File: src/rtl/cwru_transceiver_tx_pkg.sv
// Shared types and constants for the keypad UART transmitter.
// The PARITY_EN macro enables the parity state value used by the top module.
package cwru_tx_pkg;

  typedef logic [2:0] state_t;

  localparam state_t ST_IDLE   = 3'd0;
  localparam state_t ST_START  = 3'd1;
  localparam state_t ST_DATA   = 3'd2;
  localparam state_t ST_PARITY = 3'd3;
  localparam state_t ST_STOP   = 3'd4;

  localparam logic [7:0] ASCII_BASE = 8'h30;

  // Active-low {g,f,e,d,c,b,a}; entries 0..3 are the digits, entry 4 is blank.
  localparam logic [4:0][6:0] SEG_TABLE = {7'h7F, 7'h30, 7'h24, 7'h79, 7'h40};
  localparam logic [2:0]      SEG_BLANK_IDX = 3'd4;

  function automatic logic [1:0] lowest_index(input logic [3:0] ev);
    if (ev[0]) return 2'd0;
    if (ev[1]) return 2'd1;
    if (ev[2]) return 2'd2;
    return 2'd3;
  endfunction

endpackage

File: src/rtl/cwru_transceiver_tx_key_conditioner.sv
// One pushbutton: 2-flop synchronizer, down-counter debounce, one-cycle press pulse.
// The key is active-low; the debounced level resets to released (1).
module key_conditioner #(
  parameter int DEBOUNCE_CYCLES = 5000
) (
  input  logic clk,
  input  logic rst,
  input  logic key,
  output logic press
);

  localparam int CW = $clog2(DEBOUNCE_CYCLES + 1);
  localparam logic [CW-1:0] RELOAD = CW'(DEBOUNCE_CYCLES - 1);

  logic          sync1;
  logic          sync2;
  logic          level;
  logic [CW-1:0] cnt;

  always_ff @(posedge clk) begin
    if (rst) begin
      sync1 <= 1'b1;
      sync2 <= 1'b1;
      level <= 1'b1;
      cnt   <= RELOAD;
      press <= 1'b0;
    end else begin
      sync1 <= key;
      sync2 <= sync1;
      press <= 1'b0;
      if (sync2 == level) begin
        cnt <= RELOAD;
      end else if (cnt == '0) begin
        // Nth consecutive differing sample: accept it; only 1->0 is a press.
        level <= sync2;
        cnt   <= RELOAD;
        press <= level;
      end else begin
        cnt <= cnt - 1'b1;
      end
    end
  end

endmodule

File: src/rtl/cwru_transceiver_tx.sv
// Keypad-driven 8N1 UART transmitter: press arbitration, one-deep pending slot, TX FSM, HEX0.
// Define PARITY_EN to insert an even-parity bit between data and stop.
//
// state  | meaning
// IDLE   | line high, waiting for a press event
// START  | start bit (0)
// DATA   | 8 data bits, LSB first
// PARITY | even parity over data (PARITY_EN only)
// STOP   | stop bit (1); chains straight into START when a key is pending
module cwru_transceiver_tx
  import cwru_tx_pkg::*;
#(
  parameter int CLKS_PER_BIT    = 5208,
  parameter int DEBOUNCE_CYCLES = 5000
) (
  input  logic        CLK,
  input  logic        RST,
  input  logic [3:0]  KEY,
  output logic [35:0] GPIO_1,
  output logic [6:0]  HEX0
);

  localparam int TW = $clog2(CLKS_PER_BIT + 1);
  localparam logic [TW-1:0] BIT_RELOAD = TW'(CLKS_PER_BIT - 1);

  logic [3:0]    press;
  state_t        state;
  logic [TW-1:0] timer;
  logic [2:0]    bit_idx;
  logic [7:0]    data;
  logic          pend_valid;
  logic [1:0]    pend_idx;
  logic [6:0]    hex;

  logic          ev_any;
  logic [1:0]    ev_idx;
  logic          bit_done;
  logic          launch;
  logic [1:0]    launch_idx;
  logic          take_pend;
  logic          store_pend;
  logic          tx;
  logic          busy;

  for (genvar i = 0; i < 4; i++) begin : g_key
    key_conditioner #(.DEBOUNCE_CYCLES(DEBOUNCE_CYCLES)) u_key (
      .clk  (CLK),
      .rst  (RST),
      .key  (KEY[i]),
      .press(press[i])
    );
  end

  assign ev_any   = |press;
  assign ev_idx   = lowest_index(press);
  assign bit_done = (timer == '0);
  assign busy     = (state != ST_IDLE);

  always_comb begin
    launch     = 1'b0;
    launch_idx = ev_idx;
    take_pend  = 1'b0;
    if (state == ST_IDLE) begin
      launch = ev_any;
    end else if (state == ST_STOP && bit_done) begin
      if (pend_valid) begin
        launch     = 1'b1;
        launch_idx = pend_idx;
        take_pend  = 1'b1;
      end else begin
        // An event landing on the last stop cycle goes out directly rather than parking.
        launch = ev_any;
      end
    end
    store_pend = ev_any && busy && !pend_valid && !launch;
  end

  always_ff @(posedge CLK) begin
    if (RST) begin
      state      <= ST_IDLE;
      timer      <= BIT_RELOAD;
      bit_idx    <= 3'd0;
      data       <= ASCII_BASE;
      pend_valid <= 1'b0;
      pend_idx   <= 2'd0;
      hex        <= SEG_TABLE[SEG_BLANK_IDX];
    end else begin
      if (take_pend) begin
        pend_valid <= 1'b0;
      end else if (store_pend) begin
        pend_valid <= 1'b1;
        pend_idx   <= ev_idx;
      end

      if (launch) begin
        state   <= ST_START;
        timer   <= BIT_RELOAD;
        bit_idx <= 3'd0;
        data    <= ASCII_BASE + {6'd0, launch_idx};
        hex     <= SEG_TABLE[{1'b0, launch_idx}];
      end else if (busy) begin
        if (!bit_done) begin
          timer <= timer - 1'b1;
        end else begin
          timer <= BIT_RELOAD;
          case (state)
            ST_START: state <= ST_DATA;
            ST_DATA: begin
              if (bit_idx == 3'd7) begin
`ifdef PARITY_EN
                state <= ST_PARITY;
`else
                state <= ST_STOP;
`endif
              end else begin
                bit_idx <= bit_idx + 3'd1;
              end
            end
`ifdef PARITY_EN
            ST_PARITY: state <= ST_STOP;
`endif
            default: state <= ST_IDLE;
          endcase
        end
      end
    end
  end

  always_comb begin
    tx = 1'b1;
    case (state)
      ST_START: tx = 1'b0;
      ST_DATA:  tx = data[bit_idx];
`ifdef PARITY_EN
      ST_PARITY: tx = ^data;
`endif
      default:  tx = 1'b1;
    endcase
  end

  assign GPIO_1 = {34'd0, busy, tx};
  assign HEX0   = hex;

endmodule

File: config.mk
export PLATFORM = sky130hd
export DESIGN_NAME = cwru_transceiver_tx
export DESIGN_NICKNAME = d
export VERILOG_FILES = /design/src/rtl/cwru_transceiver_tx_pkg.sv /design/src/rtl/cwru_transceiver_tx_key_conditioner.sv /design/src/rtl/cwru_transceiver_tx.sv
export SDC_FILE = /design/constraint.sdc
export NUM_CORES = 1
export LEC_CHECK = 0
export CORE_ASPECT_RATIO = 0.7
export CORE_MARGIN = 2
export CORE_UTILIZATION = 40
export DETAILED_ROUTE_END_ITERATION = 8
export PLACE_DENSITY = 0.69
export RECOVER_POWER = 25
export SLEW_MARGIN = 20
export SYNTH_ARGS = -nofsm -noshare
export SYNTH_HDL_FRONTEND = slang
export SYNTH_SLANG_ARGS = --single-unit
File: constraint.sdc
create_clock -name CLK -period 4.05 [get_ports CLK]
set_clock_uncertainty 0.1 [all_clocks]
set_input_delay 0.81 -clock CLK [delete_from_list [all_inputs] [get_ports CLK]]
set_output_delay 0.81 -clock CLK [all_outputs]
set_load 0.02 [all_outputs]
# Word level (Yosys, flattened, before mapping)
# Cells that the tools add are included.
# Widths: inputs -> output; s select.
# totals
mem_bits_ro	0
latch_bits	0
ramBits	0
word_cells	123
input_bits	6
register_bits	105
output_inout_bits	43
n_memories	0
# op_classes
bitwise_logic	10
n_mux	32
n_addsub	7
div	0
eq_ne	10
multipliers	0
magnitude_cmp	2
n_shift	0
n_reduce_logical	34
# ops
cell	count
$logic_not 13->1	5
$sub 13x1->13 const B	5
$reduce_or 3->1	8
$mux 2	9
$mux 1	16
$bmux 7 s2	1
$mux 13	1
$not 1->1	10
$reduce_and 2->1	5
$add 6x2->7 const A	1
$mux 7	1
$eq 3x3->1 const B	2
$pmux 3 s2	1
$reduce_and 3->1	2
$eq 1x1->1	4
$logic_and 1x1->1	4
$lt 2x4->1 const B	1
$lt 3x4->1 const B	1
$reduce_and 4->1	1
$reduce_bool 2->1	2
$reduce_or 2->1	2
$reduce_or 4->1	1
$add 3x1->3 const B	1
$bmux 1 s3	1
other kinds (9)	10

# Longest topological paths before layout
# Gate-level depths: netlist of run 1.
# logic_depth
word_depth	12
depth_mapped	8
ltp_nobuf	7

# By module
# A second synthesis of run 1 with hierarchy kept.
# hier_totals
cells_unflattened	496
hier_area_um2	4764.6
# by_module_without_submodules
mod	seq_area_each_um2	n_inst	area_each_um2	cells_each
key_conditioner at g_key[0].u_key ...	340.3	3	744.5	72
cwru_transceiver_tx	600.6	1	1788.0	208
key_conditioner at g_key[3].u_key	340.3	1	743.2	72

# Worst setup path after synthesis of run 1
# OpenSTA, ideal clock, no wires.
# synth_timing
path_kind	reg-to-output
startpoint	reg state[2]
endpoint	out GPIO_1[1]
path_buffers	2
path_slack_ps	2060
stages_incl_launch_ff	5
t_arrival_ps	1080
path_cell_list	dfxtp_1 -> buf_4 -> nor3_1 -> inv_1 -> buf_4
# synth_via
elab_chain_cells	1
# synth_lines
item	line_no	source
start, declared	cwru_transceiver_tx.sv:27	state_t state;
start signal, assigned	cwru_transceiver_tx.sv:80	state <= ST_IDLE;
start signal, assigned	cwru_transceiver_tx.sv:96	state <= ST_START;
start signal, assigned	cwru_transceiver_tx.sv:107	ST_START: state <= ST_DATA;
$reduce_bool 3->1	cwru_transceiver_tx.sv:57	assign busy = (state != ST_IDLE);
end, declared	cwru_transceiver_tx.sv:19	output logic [35:0] GPIO_1,
# Every way passes these cells.

# Worst setup path in the final report of run 1
# layout_timing
startpoint	reg state[1]
endpoint	out GPIO_1[1]
# The elaborated chain is that of the path after synthesis.

==> metrics.txt, run 1 <==
HPWL after DPL=between 5 and 6 mm; crit path setup slack, layout=between 1 and 1.5 ns; synthesized cell area=between 4000 and 5000 sq um; Floorplan Core Area=10500 sq um; Critical Path Start Type=flip-flop; destination of the worst register-to-register timing path=data[1]$_SDFFE_PP0P_; crit path time final=roughly 2.9 ns; most used flip-flop cell after synthesis=dfxtp_1; Total Wirelength=just over 7 mm; clock-pin transition on the worst setup and hold timing paths=0.07 ns; Vias=between 3000 and 4000; most area-consuming cells after synthesis=dfxtp_1 (45%), xnor2_1 (6.8%), buf_4 (6.6%); CP Class=reg -> out; clock latency on the worst-skew pair=between 0.3 and 0.4 ns; H-Tree Level Count=3; area fraction in and, or, nand and nor cells after synthesis=0.263; worst hold slack across all endpoints=between 0.3 and 0.4 ns; post-synthesis adder-cell area fraction=0.0259; number of setup buffers added after CTS=0; peak fanout along the critical path=7; most common library cell in the layout ignoring fill and taps=dfxtp_1; cell chain of the critical path=nor3_1 -> inv_1 -> clkdlybuf4s50_1; layout cells sized above 1=0.0730; post-route setup TNS=0 ns; worst stage delay on the critical path=a little over 0.6 ns; net count of the finished layout=slightly above 500; # IOs=49; placer congestion estimate=0.752; VDD IR-drop max=0.201 mV; count of buffers from port buffering=14; Clock Tree Root=clkbuf_16; end point of the critical path=GPIO_1[1]; buffer depth of the longest clock path=2; area post-placement=around 4400 sq um; layer carrying the most global-route usage=met2; Sequential cell area=approximately 2000 sq um; initial standard-cell utilization of the core=0.415; standard-cell row count=31; Post-CTS Resized=0; final hold violations=0; cts-stage hold buffer count=0; remaining number of nets flagged by the antenna check after routing=0; Finish-stage setup viols=0; highest achievable clock rate=between 300 and 400 MHz; number of iterations in the first detailed-routing pass=4; main combinational cell family by area after synthesis=simple AND/OR/NAND/NOR gates; worst r2r src=timer[0]$_SDFFE_PP1N_; worst hold-check path type=reg -> reg; library cell occupying the most area in the post-synthesis netlist=dfxtp_1; RSZ-0062 raised after global routing=no; parity-gate share of the synthesized area counting xor and xnor cells=0.0946; total die area=between 10000 and 15000 sq um; Worst Tran Pin Value=approximately 0.75 ns; mean number of vias per cell=about 4.8; WP depth=3; total global routing overflow=0; total of flip-flops plus latches after synthesis=between 90 and 100; area of all placed cells without fillers=about 4700 sq um; worst slew margin relative to its limit=0.498; Filler cells=approximately 1000; Die W=~130 microns; fraction of the mapped netlist area in compound gates=0.0636; 1st-iter DRT viols=234; diode count=0; proportion of synthesized area in mux cells=0.00949; number of unique standard cell types used by synthesis=between 50 and 60; global routing usage on met3=0.0442; static leakage=~0.0018 uW; cell with the biggest individual delay on the critical path=clkdlybuf4s50_1; clock tree from TritonCTS=yes; sequential area share after synthesis=0.451; CTS Buf Count=9; pin count of the biggest net entering global routing=23; commonest cells after routing, fill and taps aside=dfxtp_1 (98), nand2_1 (65), nor2_1 (59), xnor2_1 (34), conb_1 (34); Avg Synthesized Cell Area=around 9 sq um; worst reg2reg path depth=7; met2 capacity usage during global routing=0.191; height of the chip=approximately 90 microns; Async SR Flop Fraction=0; warnings from Yosys=0; Total Routing Usage GR=0.129; P per Cell Area=382 nW/um^2; total power draw=1800 uW; CP bufs+invs=2; signal arrival time at the worst endpoint=between 2 and 2.5 ns; Data required, critical path=3.14 ns; antenna violations before repair=0; GR Layer Usage met1=0.175; number of pins with negative max-slew slack in the final report=0; worst hold path depth=1; Worst setup EP type=output pin; result of the run=finished clean; post-synthesis cell count=490; Top Family by Delay on Critical Path=buffers and inverters; post-route clock period utilization=0.720; Multi-input gate area=around 2100 sq um; number of enable-type register cells in the synthesized netlist=0; number of sinks on the clock net=98; average wire per standard cell=approximately 11 microns; vias in the first global route=~2700; register-to-register setup slack=between 1.5 and 2 ns; DRC violations left=0; area share of the largest cell type after synthesis=0.451; Worst setup startpoint=state[1]$_SDFFE_PP0P_; max-capacitance violation count=0; growth of design area from synthesis to finish=8.25%; global-route wire length before repair=roughly 12 mm; Place WS=~1.3 ns
[stage by stage]
step                cells   util
CTS                   639  0.450
global placement      623  0.424
floorplan             523      -
finish                639  0.450
global route          639  0.450
detailed placement    623  0.424
[state kept, by name, indices dropped and copies added (netlist names)]
signal,cells
pend_idx,2
g_key.u_key.sync1,4
g_key.u_key.press,4
g_key.u_key.sync2,4
pend_valid,1
bit_idx,3
g_key.u_key.cnt,52
g_key.u_key.level,4
HEX0,6
data,2
state,3
timer,13
[layer usage]
metal	vias up	share of wire	routed length (microns)
met5	-	0	0
met3	7	0.037	271
met4	0	0.0099	72
li1	1602	-	-
met1	1406	0.51	3720
met2	45	0.44	3170
[cells in the mapped netlist, types with 5 or more instances]
library cell and count:
o31ai_1 5, nor4_1 10, nor3_1 20, nand3_1 12, ha_1 9, nor4b_1 7, clkbuf_1 6, inv_1 14
a21oi_1 19, or2_2 8, nor2_1 59, or3_1 6, dfxtp_1 98, o21ai_0 8, nand2_1 65, xnor2_1 34
xor2_1 13, buf_4 38
[cell families (layout without fill, tap and decap cells)]
logic type	Yosys count	in the layout
AO/OA/AOI/OAI	45	45
flip-flops	98	98
multiplexers	4	4
other	1	34
XOR/XNOR	47	47
adder cells (fa/ha/maj)	9	9
AND/OR/NAND/NOR	225	225
buffers and inverters	61	45
[power by group]
part           internal [uW]  switching (uW)
clock                    415             362
sequential               968            2.98
combinational           10.9            42.8
[final cells by class]
class / instances / area share
clock buffer: 9 / 0.0478
clock inverter: 7 / 0.00956
inverter: 14 / 0.0112
timing repair buffer: 15 / 0.0306
multi-input combinational: 364 / 0.449
tap: 132 / 0.0351
sequential: 98 / 0.417
[worst min path at each step]
stage | start | endpoint | slack (ns)
after floorplan | g_key[1].u_key.cnt[0]$_SDFF_PP1_ | g_key[1].u_key.cnt[0]$_SDFF_PP1_ | 0.27
after global placement | g_key[1].u_key.cnt[0]$_SDFF_PP1_ | g_key[1].u_key.cnt[0]$_SDFF_PP1_ | 0.29
after detailed placement | g_key[1].u_key.cnt[0]$_SDFF_PP1_ | g_key[1].u_key.cnt[0]$_SDFF_PP1_ | 0.29
after CTS | g_key[1].u_key.cnt[0]$_SDFF_PP1_ | g_key[1].u_key.cnt[0]$_SDFF_PP1_ | 0.30
after global routing | g_key[1].u_key.cnt[0]$_SDFF_PP1_ | g_key[1].u_key.cnt[0]$_SDFF_PP1_ | 0.32
final | g_key[1].u_key.cnt[0]$_SDFF_PP1_ | g_key[1].u_key.cnt[0]$_SDFF_PP1_ | 0.30
Power figures use the tool's default switching activity.
==> inputs of run 2 (changes only) <==
--- a/config.mk
+++ b/config.mk
@@ -9,7 +9,7 @@
 export CORE_MARGIN = 2
 export CORE_UTILIZATION = 40
 export DETAILED_ROUTE_END_ITERATION = 8
-export PLACE_DENSITY = 0.69
+export PLACE_DENSITY = 0.71
 export RECOVER_POWER = 25
 export SLEW_MARGIN = 20
 export SYNTH_ARGS = -nofsm -noshare
==> constraint.sdc (replaced) <==
create_clock -name CLK -period 2.4 [get_ports CLK]
set_clock_uncertainty 0.1 [all_clocks]
set_input_delay 0.48 -clock CLK [delete_from_list [all_inputs] [get_ports CLK]]
set_output_delay 0.48 -clock CLK [all_outputs]
set_load 0.02 [all_outputs]
==> run 2 against run 1 <==
Largest cell class unchanged. Largest power group unchanged. Total power rose by 69%. Utilization rose by 0.35 points. Non-clock buffer count up 4. Critical endpoint is now g_key[2].u_key.level$_SDFFE_PP1P_. Routed wire length grew 4.7%. Final cell count grew 0.47%. Via count increased by 1.9%. Sequential share of layout area is 0.32 points lower. Count of clock-buffer cells in the layout is 4 higher. Critical path type is now reg -> reg. Setup slack lost 0.89 ns. Global-route usage is 1.0 points higher.
==> metrics.txt, run 2 (synthesized netlist as in run 1, its figures left out) <==
Die W=129 microns (unchanged); post-route clock period utilization=0.901; max-capacitance violation count=0 (unchanged); remaining number of nets flagged by the antenna check after routing=0 (unchanged); most common library cell in the layout ignoring fill and taps=dfxtp_1; Finish-stage setup viols=0 (unchanged); clock-pin transition on the worst setup and hold timing paths=0.06 ns (about the same); register-to-register setup slack=0.24 ns (-1.55 ns); signal arrival time at the worst endpoint=2.29 ns (+0.28 ns); Data required, critical path=2.53 ns (-0.61 ns); initial standard-cell utilization of the core=0.415 (unchanged); Total Routing Usage GR=0.140 (+0.0105); number of cells in the design after placement=627 (+0.64%); Worst setup EP type=flip-flop; end point of the critical path=g_key[2].u_key.level$_SDFFE_PP1P_; Floorplan Core Area=10500 sq um (unchanged); destination of the worst register-to-register timing path=g_key[2].u_key.level$_SDFFE_PP1P_; height of the chip=91.3 microns (unchanged); final hold violations=0 (unchanged); count of buffers from port buffering=14 (unchanged); commonest cells after routing, fill and taps aside=dfxtp_1 (98), nand2_1 (65), nor2_1 (59), xnor2_1 (34), conb_1 (34); clock latency on the worst-skew pair=0.34 ns (about the same); buffer depth of the longest clock path=2 (unchanged); mean number of vias per cell=4.86 (+1.4%); number of setup buffers added after CTS=0 (unchanged); number of standard cells in the layout, taps in and fillers out=642 (+0.47%); result of the run=finished clean; area post-placement=4490 sq um (+0.96%); Reg with most FFs=g_key.u_key.cnt; worst r2r src=g_key[2].u_key.cnt[4]$_SDFF_PP0_; cts-stage hold buffer count=0 (unchanged); CTS Buf Count=9 (unchanged); peak fanout along the critical path=6 (-1); Place WS=0.197 ns (-1.05 ns); Critical Path Start Type=flip-flop; vias in the first global route=2897 (+6.4%); max FFs per register=52 (unchanged); global-route wire length before repair=13.2 mm (+7.6%); average wire per standard cell=11.8 microns (+4.2%); pin count of the biggest net entering global routing=37 (+61%); worst reg2reg path depth=4 (-3); highest achievable clock rate=between 400 and 500 MHz; # IOs=49 (unchanged); Total Wirelength=7.58 mm (+4.7%); worst slew margin relative to its limit=0.590 (+0.0920); layout cells sized above 1=0.0706 (-0.00239); number of iterations in the first detailed-routing pass=4 (unchanged); H-Tree Level Count=3 (unchanged); VDD IR-drop max=0.356 mV (+77%); worst hold-check path type=reg -> reg; Worst setup startpoint=g_key[2].u_key.cnt[4]$_SDFF_PP0_; P per Cell Area=642 nW/um^2 (+68%); CP Class=reg -> reg; total global routing overflow=0 (unchanged); standard-cell row count=31 (unchanged); Clock Tree Root=clkbuf_16; number of pins with negative max-slew slack in the final report=0 (unchanged); crit path setup slack, layout=0.238 ns (-0.894 ns); antenna violations before repair=0 (unchanged); net count of the finished layout=521 (+0.77%); clock tree from TritonCTS=yes; number of sinks on the clock net=98 (unchanged); static leakage=0.00183 uW (+2.8%); diode count=0 (unchanged); DRC violations left=0 (unchanged); total die area=11700 sq um (unchanged); 1st-iter DRT viols=158 (-32%); Vias=3118 (+1.9%); post-route setup TNS=0 ns (unchanged); placer congestion estimate=0.829 (+10%); total power draw=3050 uW (+69%); RSZ-0062 raised after global routing=no; growth of design area from synthesis to finish=9.09%; crit path time final=2.16 ns; HPWL after DPL=5.39 mm (+2.6%); area of all placed cells without fillers=4750 sq um (+0.77%); Worst Tran Pin Value=0.609 ns (-0.141 ns)
[run 2: cell count changes in the layout (fill, tap and decap cells not counted), moves of 2 or more]
cell / previous run / this run
clkdlybuf4s50_1: 7 / 10
clkinv_2: 4 / 1
clkbuf_8: 0 / 2
dlygate4sd3_1: 7 / 2
clkbuf_1: 1 / 3
buf_4: 0 / 3
[run 2: cell type report]
| class | count | area [sq um] |
|---|---|---|
| clock inverter | 2 | 12.5 |
| clock buffer | 13 | 260 |
| fill | 1010 | 5730 |
| tap | 132 | 165 |
| inverter | 14 | 52.6 |
| sequential | 98 | 1960 |
| multi-input combinational | 364 | 2110 |
| timing repair buffer | 19 | 188 |
[run 2: worst max-delay path, stage by stage, from the launching register on]
cell and delay, ns:
dfxtp_1 0.33, nor4_1 0.50, nand3b_2 0.19, or4_1 0.60
a211o_1 0.32
[run 2: timing repair]
action | 4_1_cts | 5_1_grt
gates resized for setup | 1 | 5
hold endpoints to repair | 0 | 0
endpoints found under the setup margin | 1 | 27
[run 2: worst min-delay path by stage]
stage	startpoint	endpoint	slack (ns)	depth (start not counted)
after floorplan	g_key[1].u_key.cnt[0]$_SDFF_PP1_	g_key[1].u_key.cnt[0]$_SDFF_PP1_	0.27	1
after global placement	g_key[1].u_key.cnt[0]$_SDFF_PP1_	g_key[1].u_key.cnt[0]$_SDFF_PP1_	0.29	1
after detailed placement	g_key[2].u_key.sync1$_SDFF_PP1_	g_key[2].u_key.sync2$_SDFF_PP1_	0.29	1
after CTS	g_key[2].u_key.sync1$_SDFF_PP1_	g_key[2].u_key.sync2$_SDFF_PP1_	0.31	1
after global routing	g_key[2].u_key.sync1$_SDFF_PP1_	g_key[2].u_key.sync2$_SDFF_PP1_	0.32	1
final	g_key[0].u_key.sync1$_SDFF_PP1_	g_key[0].u_key.sync2$_SDFF_PP1_	0.31	1
[run 2: per-layer routing]
layer / GRT usage / vias up / routed length (microns)
met2: 0.209 / 63 / 3350
met5: 0 / - / 0
met1: 0.186 / 1436 / 3810
met4: 0.0489 / 0 / 68
met3: 0.0507 / 7 / 358
li1: - / 1612 / -
[run 2: through the flow]
| step | util | hold WS [ns] |
|---|---|---|
| global route | 0.453 | 0.315 |
| global placement | 0.428 | 0.287 |
| detailed placement | 0.428 | 0.294 |
| floorplan | - | 0.271 |
| CTS | 0.454 | 0.309 |
| finish | 0.453 | 0.307 |
[run 2: power by group]
group	internal [uW]	leakage [uW]	switching [uW]
clock	752	0.000132	561
sequential	1630	0.000793	5.18
combinational	21.1	0.000903	73.6
total	2410	0.00183	640
==> inputs of run 3 (changes only) <==
--- a/config.mk
+++ b/config.mk
@@ -5,12 +5,12 @@
 export SDC_FILE = /design/constraint.sdc
 export NUM_CORES = 1
 export LEC_CHECK = 0
-export CORE_ASPECT_RATIO = 0.7
 export CORE_MARGIN = 2
 export CORE_UTILIZATION = 40
 export DETAILED_ROUTE_END_ITERATION = 8
 export PLACE_DENSITY = 0.71
 export RECOVER_POWER = 25
+export REMOVE_ABC_BUFFERS = 1
 export SLEW_MARGIN = 20
 export SYNTH_ARGS = -nofsm -noshare
 export SYNTH_HDL_FRONTEND = slang
==> run 3 against run 2 <==
Design area is 1.8% lower. Sequential share of layout area is 0.75 points higher. Count of clock-buffer cells in the layout stayed put. Final cell count is 1.2% higher. Critical path type is now reg -> out. Highest routed layer unchanged.
==> metrics.txt, run 3 (synthesized netlist as in run 1, its figures left out) <==
register-to-register setup slack=0.26 ns (+0.02 ns); commonest cells after routing, fill and taps aside=dfxtp_1 (98), nand2_1 (65), nor2_1 (59), xnor2_1 (34), conb_1 (34); worst hold-check path type=reg -> reg; Vias=3092 (-0.83%); Total Wirelength=7.03 mm (-7.2%); vias in the first global route=2914 (+0.59%); Filler cells=1019 (+0.89%); total global routing overflow=0 (unchanged); Floorplan Core Area=10700 sq um (+2.6%); area of all placed cells without fillers=4660 sq um (-1.8%); Total Routing Usage GR=0.130 (-0.00940); placer congestion estimate=0.795 (-4.1%); signal arrival time at the worst endpoint=1.59 ns (-0.70 ns); growth of design area from synthesis to finish=7.13%; Seq pwr share=0.612 (+0.074); switching share of power=0.221 (+0.0112); count of buffers from port buffering=14 (unchanged); Worst Tran Pin Value=0.605 ns (-0.00405 ns); number of cells in the design after placement=635 (+1.3%); clock-pin transition on the worst setup and hold timing paths=0.08 ns (+0.02 ns); length of routed met2 wiring=3.38 mm (+0.96%); post-route clock period utilization=0.906 (+0.00498); max-capacitance violation count=0 (unchanged); CP Class=reg -> out; number of pins with negative max-slew slack in the final report=0 (unchanged); mean number of vias per cell=4.76 (-2.1%); 1st-iter DRT viols=128 (-19%); buffer depth of the longest clock path=2 (unchanged); area post-placement=4500 sq um (+0.22%); number of sinks on the clock net=98 (unchanged); Net Switching=592 uW (-7.6%); max FFs per register=52 (unchanged); clock network power share=0.352 (-0.079); Die W=108 microns (-16%); clock tree from TritonCTS=yes; cts-stage hold buffer count=0 (unchanged); diode count=0 (unchanged); total power draw=2670 uW (-12%); height of the chip=108 microns (+19%); initial standard-cell utilization of the core=0.405 (-0.0105); RSZ-0062 raised after global routing=no; CTS Buf Count=9 (unchanged); final hold violations=0 (unchanged); VDD IR-drop max=0.243 mV (-32%); Finish-stage setup viols=0 (unchanged); result of the run=finished clean; P per Cell Area=574 nW/um^2 (-11%); Critical Path Start Type=flip-flop; number of iterations in the first detailed-routing pass=4 (unchanged); top routing layer in use=met4; HPWL after DPL=5.13 mm (-4.9%); standard-cell row count=38 (+23%); Data required, critical path=1.82 ns (-0.71 ns); routed length on met1=3.35 mm (-12%); # IOs=49 (unchanged); Reg with most FFs=g_key.u_key.cnt; met3 layer wire length in the routed design=285 microns (-20%); clock latency on the worst-skew pair=0.35 ns (about the same); static leakage=0.00179 uW (-2.2%); highest achievable clock rate=460 MHz (-0.55%); net count of the finished layout=521 (unchanged); Comb pwr share=0.035 (+0.004); remaining number of nets flagged by the antenna check after routing=0 (unchanged); post-route setup TNS=0 ns (unchanged); DRC violations left=0 (unchanged); Worst setup EP type=output pin; layout cells sized above 1=0.0745 (+0.00392); number of standard cells in the layout, taps in and fillers out=650 (+1.2%); peak fanout along the critical path=4 (-2); pin count of the biggest net entering global routing=37 (unchanged); Clock Tree Root=clkbuf_8; antenna violations before repair=0 (unchanged); crit path time final=2.17 ns (+0.0120 ns); worst slew margin relative to its limit=0.591 (+0.000764); H-Tree Level Count=3 (unchanged); global-route wire length before repair=12.5 mm (-5.4%); total die area=11700 sq um (-0.11%); cell internal power dissipation=2080 uW (-14%); average wire per standard cell=10.8 microns (-8.4%); most common library cell in the layout ignoring fill and taps=dfxtp_1
run 3: worst paths after layout:
check / startpoint / to / cells past startpoint
worst max-delay path: bit_idx[0]$_SDFFE_PP0P_ / GPIO_1[0] / 6
worst min-delay path: g_key[1].u_key.cnt[0]$_SDFF_PP1_ / g_key[1].u_key.cnt[0]$_SDFF_PP1_ / 1
worst max register to register: g_key[2].u_key.cnt[5]$_SDFF_PP0_ / g_key[2].u_key.level$_SDFFE_PP1P_ / 4
worst min register to register: g_key[1].u_key.cnt[0]$_SDFF_PP1_ / g_key[1].u_key.cnt[0]$_SDFF_PP1_ / 1
run 3: power by group through the flow:
stage	clock, uW	sequential [uW]	combinational [uW]
final	942	1640	94.5
after global routing	1050	1640	105
after CTS	985	1640	94.9
after detailed placement	0	1680	94.9
after global placement	0	1680	93.8
after floorplan	0	1670	68.6
run 3: final cells by class:
cell class                 instances  area (sq um)  share of cell area
clock buffer                      13           159              0.0341
timing repair buffer              19           188              0.0403
clock inverter                     2          12.5             0.00268
sequential                        98          1960               0.421
multi-input combinational        364          2110               0.453
inverter                          14          52.6              0.0113
tap                              140           175              0.0376
run 3: worst max-delay path, stage by stage, from the launching register on:
cell,delay (ns)
dfxtp_1,0.40
nor2b_1,0.06
a211oi_1,0.17
nor2_1,0.06
o21ai_0,0.16
nand2b_1,0.08
dlygate4sd2_1,0.32
run 3: timing repair:
item                                    4_1_cts  5_1_grt
cloned                                        0        0
resized for setup                             1        4
buffers inserted                              0        0
endpoints found under the setup margin        1       24
pin swaps                                     0        0
run 3: through the flow:
step           hold WS [ns]   util  worst slack (ns)
3_5_place_dp          0.295  0.418             0.236
6_report              0.307  0.434             0.226
5_1_grt               0.330  0.434            0.0193
3_3_place_gp          0.285  0.418             0.300
2_1_floorplan         0.271      -             0.492
4_1_cts               0.315  0.434            0.0285
run 3: layer usage:
metal | track usage | up-vias
li1 | - | 1615
met1 | 0.154 | 1423
met2 | 0.232 | 52
met3 | 0.0404 | 2
met4 | 0.0302 | 0
met5 | 0 | -
